## src/rtl/vga_tile_renderer_pkg.sv

```systemverilog
// Shared types and constants for the tile renderer.
//   color_code_t : 3-bit tile colour code (0 = empty, 1..7 = piece)
//   rgb_t        : 24-bit {R,G,B} pixel
//   state_t      : board-update controller states
//   PALETTE, BG_RGB, BORDER_RGB, GRID_RGB : pixel colour constants
package vga_render_pkg;

  typedef logic [2:0]  color_code_t;
  typedef logic [23:0] rgb_t;

  typedef enum logic [1:0] {
    IDLE,
    CLEAR,
    SWAP_WAIT
  } state_t;

  localparam rgb_t BG_RGB     = 24'h202020;
  localparam rgb_t BORDER_RGB = 24'h146450;
  localparam rgb_t GRID_RGB   = 24'h202020;

  localparam rgb_t PALETTE [8] = '{
    24'h000000, 24'h00FDFF, 24'hFFFF00, 24'hFF00FF,
    24'h0000FF, 24'hFF8000, 24'h00FF00, 24'hFF0000
  };

endpackage

```

## src/rtl/vga_tile_renderer_if.sv

```systemverilog
// Board-update bus between game logic (master) and the renderer (slave).
//   wr_valid/wr_ready : back-buffer write handshake
//   wr_x, wr_y        : tile coordinates, wr_color : colour code
//   clr_req           : pulse, clear back buffer
//   swap_req          : pulse, publish back buffer at next vsync
//   swap_done         : pulse when front buffer has been loaded
interface vga_tile_renderer_if #(
  parameter int COLS = 10,
  parameter int ROWS = 20
);
  import vga_render_pkg::*;

  logic                    wr_valid;
  logic                    wr_ready;
  logic [$clog2(COLS)-1:0] wr_x;
  logic [$clog2(ROWS)-1:0] wr_y;
  color_code_t             wr_color;
  logic                    clr_req;
  logic                    swap_req;
  logic                    swap_done;

  modport master (
    output wr_valid, wr_x, wr_y, wr_color, clr_req, swap_req,
    input  wr_ready, swap_done
  );

  modport slave (
    input  wr_valid, wr_x, wr_y, wr_color, clr_req, swap_req,
    output wr_ready, swap_done
  );

endinterface

```

## src/rtl/vga_tile_renderer_tile_board_buffer.sv

```systemverilog
// Double-buffered tile store.
//   wr_en_i/wr_idx_i/wr_color_i : write one back-buffer tile
//   clr_en_i/clr_idx_i          : zero one back-buffer tile
//   copy_en_i                   : load whole front buffer from back buffer
//   rd_idx_i -> rd_color_o      : combinational front-buffer read
module tile_board_buffer
  import vga_render_pkg::*;
#(
  parameter int DEPTH = 200,
  parameter int IDX_W = $clog2(DEPTH)
) (
  input  logic             clk,
  input  logic             reset,
  input  logic             wr_en_i,
  input  logic [IDX_W-1:0] wr_idx_i,
  input  color_code_t      wr_color_i,
  input  logic             clr_en_i,
  input  logic [IDX_W-1:0] clr_idx_i,
  input  logic             copy_en_i,
  input  logic [IDX_W-1:0] rd_idx_i,
  output color_code_t      rd_color_o
);

  color_code_t back_q  [DEPTH];
  color_code_t front_q [DEPTH];

  always_ff @(posedge clk or posedge reset) begin
    if (reset) begin
      for (int unsigned i = 0; i < DEPTH; i++) begin
        back_q[i]  <= '0;
        front_q[i] <= '0;
      end
    end else begin
      if (wr_en_i)   back_q[wr_idx_i]  <= wr_color_i;
      if (clr_en_i)  back_q[clr_idx_i] <= '0;
      if (copy_en_i) front_q <= back_q;
    end
  end

  always_comb begin
    rd_color_o = '0;
    if (int'(rd_idx_i) < DEPTH) rd_color_o = front_q[rd_idx_i];
  end

endmodule

```

## src/rtl/vga_tile_renderer.sv

```systemverilog
// Tile playfield renderer between VGA timing and the DAC pins.
//   clk, reset                : clock, async active-high reset
//   row, col, blank_in        : pixel position / blanking from VGA timing
//   hs_in, vs_in              : active-low syncs
//   bus                       : board-update bus (slave side)
//   rgb, hs_out, vs_out, blank_out : pixel and syncs, 2-cycle latency
module vga_tile_renderer
  import vga_render_pkg::*;
#(
  parameter int COLS     = 10,
  parameter int ROWS     = 20,
  parameter int TILE_W   = 16,
  parameter int TILE_H   = 20,
  parameter int ORIGIN_X = 240,
  parameter int ORIGIN_Y = 60,
  parameter int BORDER   = 5
) (
  input  logic               clk,
  input  logic               reset,
  input  logic [9:0]         row,
  input  logic [9:0]         col,
  input  logic               blank_in,
  input  logic               hs_in,
  input  logic               vs_in,
  vga_tile_renderer_if.slave bus,
  output rgb_t               rgb,
  output logic               hs_out,
  output logic               vs_out,
  output logic               blank_out
);

  localparam int DEPTH  = COLS * ROWS;
  localparam int IDX_W  = $clog2(DEPTH);
  localparam int GRID_W = COLS * TILE_W;
  localparam int GRID_H = ROWS * TILE_H;

  // ---------------- stage 1: classification ----------------
  int               dx_d, dy_d;
  logic             grid_d, border_d, line_d;
  logic [IDX_W-1:0] tile_d;

  logic             blank_s1_q, hs_s1_q, vs_s1_q;
  logic             grid_s1_q, border_s1_q, line_s1_q;
  logic [IDX_W-1:0] tile_s1_q;

  always_comb begin
    dx_d     = int'(col) - ORIGIN_X;
    dy_d     = int'(row) - ORIGIN_Y;
    grid_d   = (dx_d >= 0) && (dx_d < GRID_W) && (dy_d >= 0) && (dy_d < GRID_H);
    border_d = !grid_d &&
               (dx_d >= -BORDER) && (dx_d < GRID_W + BORDER) &&
               (dy_d >= -BORDER) && (dy_d < GRID_H + BORDER);
    line_d   = ((dx_d % TILE_W) == 0) || ((dy_d % TILE_H) == 0);
    tile_d   = '0;
    if (grid_d) tile_d = IDX_W'((dy_d / TILE_H) * COLS + dx_d / TILE_W);
  end

  // ---------------- stage 2: lookup and colour ----------------
  color_code_t tile_color;
  rgb_t        rgb_d;
  rgb_t        rgb_q;
  logic        hs_q, vs_q, blank_q;

  always_comb begin
    if (blank_s1_q)     rgb_d = '0;
    else if (grid_s1_q) rgb_d = line_s1_q ? GRID_RGB : PALETTE[tile_color];
    else if (border_s1_q) rgb_d = BORDER_RGB;
    else                rgb_d = BG_RGB;
  end

  always_ff @(posedge clk or posedge reset) begin
    if (reset) begin
      blank_s1_q  <= 1'b1;
      hs_s1_q     <= 1'b1;
      vs_s1_q     <= 1'b1;
      grid_s1_q   <= 1'b0;
      border_s1_q <= 1'b0;
      line_s1_q   <= 1'b0;
      tile_s1_q   <= '0;
      rgb_q       <= '0;
      hs_q        <= 1'b1;
      vs_q        <= 1'b1;
      blank_q     <= 1'b1;
    end else begin
      blank_s1_q  <= blank_in;
      hs_s1_q     <= hs_in;
      vs_s1_q     <= vs_in;
      grid_s1_q   <= grid_d;
      border_s1_q <= border_d;
      line_s1_q   <= line_d;
      tile_s1_q   <= tile_d;
      rgb_q       <= rgb_d;
      hs_q        <= hs_s1_q;
      vs_q        <= vs_s1_q;
      blank_q     <= blank_s1_q;
    end
  end

  assign rgb       = rgb_q;
  assign hs_out    = hs_q;
  assign vs_out    = vs_q;
  assign blank_out = blank_q;

  // ---------------- board-update controller ----------------
  state_t           state_q, state_d;
  logic [IDX_W-1:0] clr_idx_q, clr_idx_d;
  logic             vs_prev_q, wr_ready_q, swap_done_q;
  logic             vs_fall, clr_en, copy_en, wr_en, wr_in_range;
  logic [IDX_W-1:0] wr_idx;

  assign vs_fall = vs_prev_q && !vs_in;

  // wr_ready is registered from the next state so it reads 0 straight
  // out of reset and rises one cycle after release.
  always_ff @(posedge clk or posedge reset) begin
    if (reset) begin
      state_q     <= IDLE;
      clr_idx_q   <= '0;
      vs_prev_q   <= 1'b1;
      wr_ready_q  <= 1'b0;
      swap_done_q <= 1'b0;
    end else begin
      state_q     <= state_d;
      clr_idx_q   <= clr_idx_d;
      vs_prev_q   <= vs_in;
      wr_ready_q  <= (state_d == IDLE);
      swap_done_q <= copy_en;
    end
  end

  always_comb begin
    state_d   = state_q;
    clr_idx_d = clr_idx_q;
    case (state_q)
      IDLE: begin
        if (bus.clr_req) begin
          state_d   = CLEAR;
          clr_idx_d = '0;
        end else if (bus.swap_req) begin
          state_d = SWAP_WAIT;
        end
      end
      CLEAR: begin
        if (clr_idx_q == IDX_W'(DEPTH - 1)) state_d = IDLE;
        else clr_idx_d = clr_idx_q + 1'b1;
      end
      SWAP_WAIT: begin
        if (vs_fall) state_d = IDLE;
      end
      default: state_d = IDLE;
    endcase
  end

  always_comb begin
    clr_en      = (state_q == CLEAR);
    copy_en     = (state_q == SWAP_WAIT) && vs_fall;
    wr_in_range = (int'(bus.wr_x) < COLS) && (int'(bus.wr_y) < ROWS);
    wr_en       = bus.wr_valid && wr_ready_q && wr_in_range;
    wr_idx      = IDX_W'(int'(bus.wr_y) * COLS + int'(bus.wr_x));
  end

  assign bus.wr_ready  = wr_ready_q;
  assign bus.swap_done = swap_done_q;

  tile_board_buffer #(
    .DEPTH (DEPTH),
    .IDX_W (IDX_W)
  ) u_board (
    .clk        (clk),
    .reset      (reset),
    .wr_en_i    (wr_en),
    .wr_idx_i   (wr_idx),
    .wr_color_i (bus.wr_color),
    .clr_en_i   (clr_en),
    .clr_idx_i  (clr_idx_q),
    .copy_en_i  (copy_en),
    .rd_idx_i   (tile_s1_q),
    .rd_color_o (tile_color)
  );

endmodule
```

## src/flat_wrapper.sv

```systemverilog
// flat-port wrapper written by rule: the top's interface ports become plain ports
module vga_tile_renderer_flat import vga_render_pkg::*;
#(
  parameter int COLS     = 10,
  parameter int ROWS     = 20,
  parameter int TILE_W   = 16,
  parameter int TILE_H   = 20,
  parameter int ORIGIN_X = 240,
  parameter int ORIGIN_Y = 60,
  parameter int BORDER   = 5
)
  (clk, reset, row, col, blank_in, hs_in, vs_in, rgb, hs_out, vs_out, blank_out, bus_wr_valid, bus_wr_x, bus_wr_y, bus_wr_color, bus_clr_req, bus_swap_req, bus_wr_ready, bus_swap_done);
  vga_tile_renderer_if #(.COLS(COLS), .ROWS(ROWS)) bus_i ();
  input  logic clk;
  input  logic reset;
  input  logic [9:0] row;
  input  logic [9:0] col;
  input  logic blank_in;
  input  logic hs_in;
  input  logic vs_in;
  output rgb_t rgb;
  output logic hs_out;
  output logic vs_out;
  output logic blank_out;
  input wire logic [$bits(bus_i.wr_valid)-1:0] bus_wr_valid;
  input wire logic [$bits(bus_i.wr_x)-1:0] bus_wr_x;
  input wire logic [$bits(bus_i.wr_y)-1:0] bus_wr_y;
  input wire logic [$bits(bus_i.wr_color)-1:0] bus_wr_color;
  input wire logic [$bits(bus_i.clr_req)-1:0] bus_clr_req;
  input wire logic [$bits(bus_i.swap_req)-1:0] bus_swap_req;
  output wire logic [$bits(bus_i.wr_ready)-1:0] bus_wr_ready;
  output wire logic [$bits(bus_i.swap_done)-1:0] bus_swap_done;
  assign bus_i.wr_valid = bus_wr_valid;
  assign bus_i.wr_x = bus_wr_x;
  assign bus_i.wr_y = bus_wr_y;
  assign bus_i.wr_color = bus_wr_color;
  assign bus_i.clr_req = bus_clr_req;
  assign bus_i.swap_req = bus_swap_req;
  assign bus_wr_ready = bus_i.wr_ready;
  assign bus_swap_done = bus_i.swap_done;
  vga_tile_renderer #(.COLS(COLS), .ROWS(ROWS), .TILE_W(TILE_W), .TILE_H(TILE_H), .ORIGIN_X(ORIGIN_X), .ORIGIN_Y(ORIGIN_Y), .BORDER(BORDER)) u_core (.clk(clk), .reset(reset), .row(row), .col(col), .blank_in(blank_in), .hs_in(hs_in), .vs_in(vs_in), .bus(bus_i), .rgb(rgb), .hs_out(hs_out), .vs_out(vs_out), .blank_out(blank_out));
endmodule
```

## config.mk

```make
export PLATFORM = sky130hd
export DESIGN_NAME = vga_tile_renderer_flat
export DESIGN_NICKNAME = d
export VERILOG_FILES = /design/src/rtl/vga_tile_renderer_pkg.sv /design/src/rtl/vga_tile_renderer_if.sv /design/src/rtl/vga_tile_renderer_tile_board_buffer.sv /design/src/rtl/vga_tile_renderer.sv /design/src/flat_wrapper.sv
export SDC_FILE = /design/constraint.sdc
export NUM_CORES = 2
export LEC_CHECK = 0
export CAP_MARGIN = 20
export CELL_PAD_IN_SITES_DETAIL_PLACEMENT = 1
export CELL_PAD_IN_SITES_GLOBAL_PLACEMENT = 2
export CORE_MARGIN = 4
export CORE_UTILIZATION = 41
export DETAILED_ROUTE_END_ITERATION = 7
export PLACE_DENSITY_LB_ADDON = 0.1
export SLEW_MARGIN = 25
export SYNTH_ARGS = -nofsm -noshare
export SYNTH_HDL_FRONTEND = slang
export SYNTH_SLANG_ARGS = --single-unit
```

## constraint.sdc

```tcl
create_clock -name clk -period 43.2 [get_ports clk]
set_clock_uncertainty 0.05 [all_clocks]
set_input_delay 8.64 -clock clk [delete_from_list [all_inputs] [get_ports clk]]
set_output_delay 8.64 -clock clk [all_outputs]
set_load 0.005 [all_outputs]
```

==> reports/qor.yml <==
synthesis:
  synth_top_area_frac: 0.5432
  syn_avg_cell_area_sq_um: 13.08
  syn-num-nets: 4428
  synthesis.area_sq_um: 56850
  netlist.top_cell.by_area: "dfrtp_1"
  async_flop_share: 1.000
  synth_top_flop_cell: "dfrtp_1"
  syn_inst: 4346
  ys_seq_elements: 1240
  yosys_warnings: 0
  ys_types: 73
  ys_top_cells_by_area: "dfrtp_1 (54%), mux2_2 (12%), mux2i_1 (11%)"
  synth_edf_count: 0
  seq_area_frac_synth: 0.5460
clocking:
  ctsHtreeMaxLevel: 4
  ctsRootBufferMaster: "clkbuf_16"
  cts_hold_buf: 0
  clk_latency_ns: 0.77
  path_clk_slew_ns: 0.06
  cts_resized: 0
  post-cts-setup-buffers: 0
  clkSinkCount: 1240
  cts_buffers: 143
  clock_path_buffers: 3
  cts_tree: "yes"
timing:
  hold_ws_ns: 0.3084
  drv_slew: 0
  rsz0062_at_grt: "false"
  final.min_clock_period_ns: 14.91
  max-slew-margin-rel: 0.2652
  tns_ns: 0
  worst_pin_slew_ns: 1.102
  fmax_mhz: 67.07
  fin_crit_sh: 0.3452
  finalHoldViolCount: 0
  final-setup-viol-count: 0
final_layout:
  synthToLayoutAreaGrowth_pct: 12.66
  multi_input_area_sq_um: 24480
  final_cell_mix: "dfrtp_1 (1231), a21oi_1 (635), mux2i_1 (614)"
  nFillCells: 13727
  finalInstanceArea_sq_um: 64040
  layout.nets: 4380
  utilization: 0.4652
  drive_gt1_frac: 0.2657
  regArea_sq_um: 31050
  final_common_cell: "dfrtp_1"
  final_cells: 6202
global_routing:
  antenna_found_initial: 4
  grt_overflow_total: 0
  grt_pass1_wl_mm: 263.6
  grt_use_total: 0.2430
  grt_pass1_vias: 38561
  grt_max_degree: 158
routing:
  avgRoutedWirePerCell_microns: 28.34
  wirelength_mm: 175.8
  avgViaCountPerCell: 5.812
  drcViolationCount: 0
  vias: 36044
  drtAntennaViolNets: 0
  drtIter0Drc: 2195
  dr.pass1.iters: 5
critical_path:
  worstSetupEndpointType: "register"
  worstPathMaxFanout: 13
  path_cells: "clkdlybuf4s50_1 -> ha_1 -> nand3_1 -> and4_1 -> nor2_1 -> o21ai_0 -> a2111oi_0 -> o31ai_1 -> a32oi_1 -> inv_1 -> ha_1 -> nor2_1 -> a21oi_1 -> ha_1 -> ha_1 -> fa_1 -> ha_1 -> inv_1 -> nor2_1 -> o21ai_0 -> nand2b_1 -> xnor2_1 -> xnor2_1 -> and2_1"
  cp_slowest_stage_delay_ns: 0.75
  worst-setup-path-type: "input pin to register"
  crit_top_cell: "ha_1"
  critPathArrivalTime_ns: 15.50
  worst_path_max_delay_cell: "nor2_1"
  cp.required_ns: 43.79
  worstSetupStartpointType: "input pin"
floorplan:
  core_area_sq_um: 137700
  die_w_microns: 380.4
  fp.dieH_microns: 380.4
  die-area_sq_um: 144700
  rows: 136
  io_pins: 69
  initial_core_util: 0.4129
run_status:
  status: "complete, no violations"
pwr:
  power.density_nw_per_um2: 42.36
  p_leak_nw: 31.35
  ir_drop_mv: 0.03657
placement:
  portBuffers: 68
  dpl-instance-area_sq_um: 59360
  dp_hpwl_mm: 105.7
  gp_congestion: 0.7606
  dp_cells: 5947
worst_hold_path:
  hold_path_class: "register to register"
run:
  drv_cap: 0
==> stage by stage <==
step                setup slack (ns)  power (mW)
global placement               27.45       1.525
floorplan                      17.38       1.405
global route                   27.66       2.821
CTS                            28.22       2.752
finish                         28.29       2.713
detailed placement             27.39       1.530
==> synthesized netlist by cell type, types with 6 or more instances <==
library cell,n
mux2_2,602
nor4_1,8
nor2_1,172
xor2_1,17
mux2i_1,614
buf_1,16
nand2b_1,22
buf_6,7
mux4_2,187
nand4_1,11
buf_4,18
inv_1,22
nor2b_1,7
a21o_1,6
a31oi_1,6
or3_1,6
nand2_1,188
dfstp_2,6
clkbuf_1,294
dfrtp_1,1234
xnor2_1,23
o21ai_0,26
nor3_1,26
nand3_1,22
and2_1,12
a21oi_1,635
buf_2,23
ha_1,38
==> power by group <==
group | switching, mW | internal [mW] | total, mW
Combinational | 0.210 | 0.0834 | 0.293
Sequential | 0.0225 | 1.19 | 1.21
Clock | 0.489 | 0.717 | 1.21
Total | 0.722 | 1.99 | 2.71
==> worst max-delay path: cells and delay by family <==
| family | cells | cell delay, ns |
|---|---|---|
| AOI/OAI and AO/OA | 6 | 1.85 |
| xor gates and xnor gates | 2 | 0.28 |
| adders and majority gates | 6 | 2.01 |
| buffers and inverters | 3 | 0.91 |
| and+or+nand+nor | 7 | 1.81 |
==> metal layers <==
metal	wire length, microns	track usage	vias up
met5	0	0	-
met2	81990	0.3839	637
met3	7334	0.04159	233
li1	-	-	15676
met1	81400	0.3449	19498
met4	5073	0.07326	0
==> sequential cells by signal (all words and copies together), names as in the netlist, 2 cells and up <==
| signal | cells |
|---|---|
| u_core.clr_idx_q | 8 |
| u_core.rgb | 11 |
| u_core.state_q | 2 |
| u_core.tile_s1_q | 8 |
| u_core.u_board.back_q | 600 |
| u_core.u_board.front_q | 600 |
==> logic make-up (layout without fill, tap and decap cells) <==
logic type               Yosys count  after routing  synth area share
buffers and inverters            381            439           0.02778
flip-flops                      1240           1240            0.5460
XOR/XNOR                          40             40          0.006163
other                              0              4                 0
adder cells (fa/ha/maj)           44             44           0.01012
multiplexers                    1403           1403            0.3015
AO/OA/AOI/OAI                    736            736           0.06922
AND/OR/NAND/NOR                  502            502           0.03927
==> path summary, 6_finish.rpt <==
| path | startpoint | endpoint | slack [ns] | cells after the start |
|---|---|---|---|---|
| setup / recovery | row[2] | u_core.tile_s1_q[7] | 28.29 | 24 |
| hold / removal | u_core.hs_s1_q | u_core.hs_out | 0.31 | 0 |
| setup reg to reg | u_core.tile_s1_q[0] | u_core.rgb[14] | 37.63 | 12 |
| hold reg to reg | u_core.hs_s1_q | u_core.hs_out | 0.31 | 0 |
| max in group asynchronous | reset | u_core.u_board.front_q[389] | 30.75 | 7 |
| min in group asynchronous | reset | u_core.u_board.back_q[87] | 8.32 | 2 |
==> area by class of cell <==
class                   count  share of cell area
diodes                      4           0.0001563
clock buffers             219             0.06697
clock inverters            32            0.005549
inverters                  23            0.001426
multi-input cells        2725              0.3822
flip-flops and latches   1240              0.4848
well taps                1794             0.03505
repair buffers            165             0.02384
No activity file was read; power rests on OpenSTA's default activity.
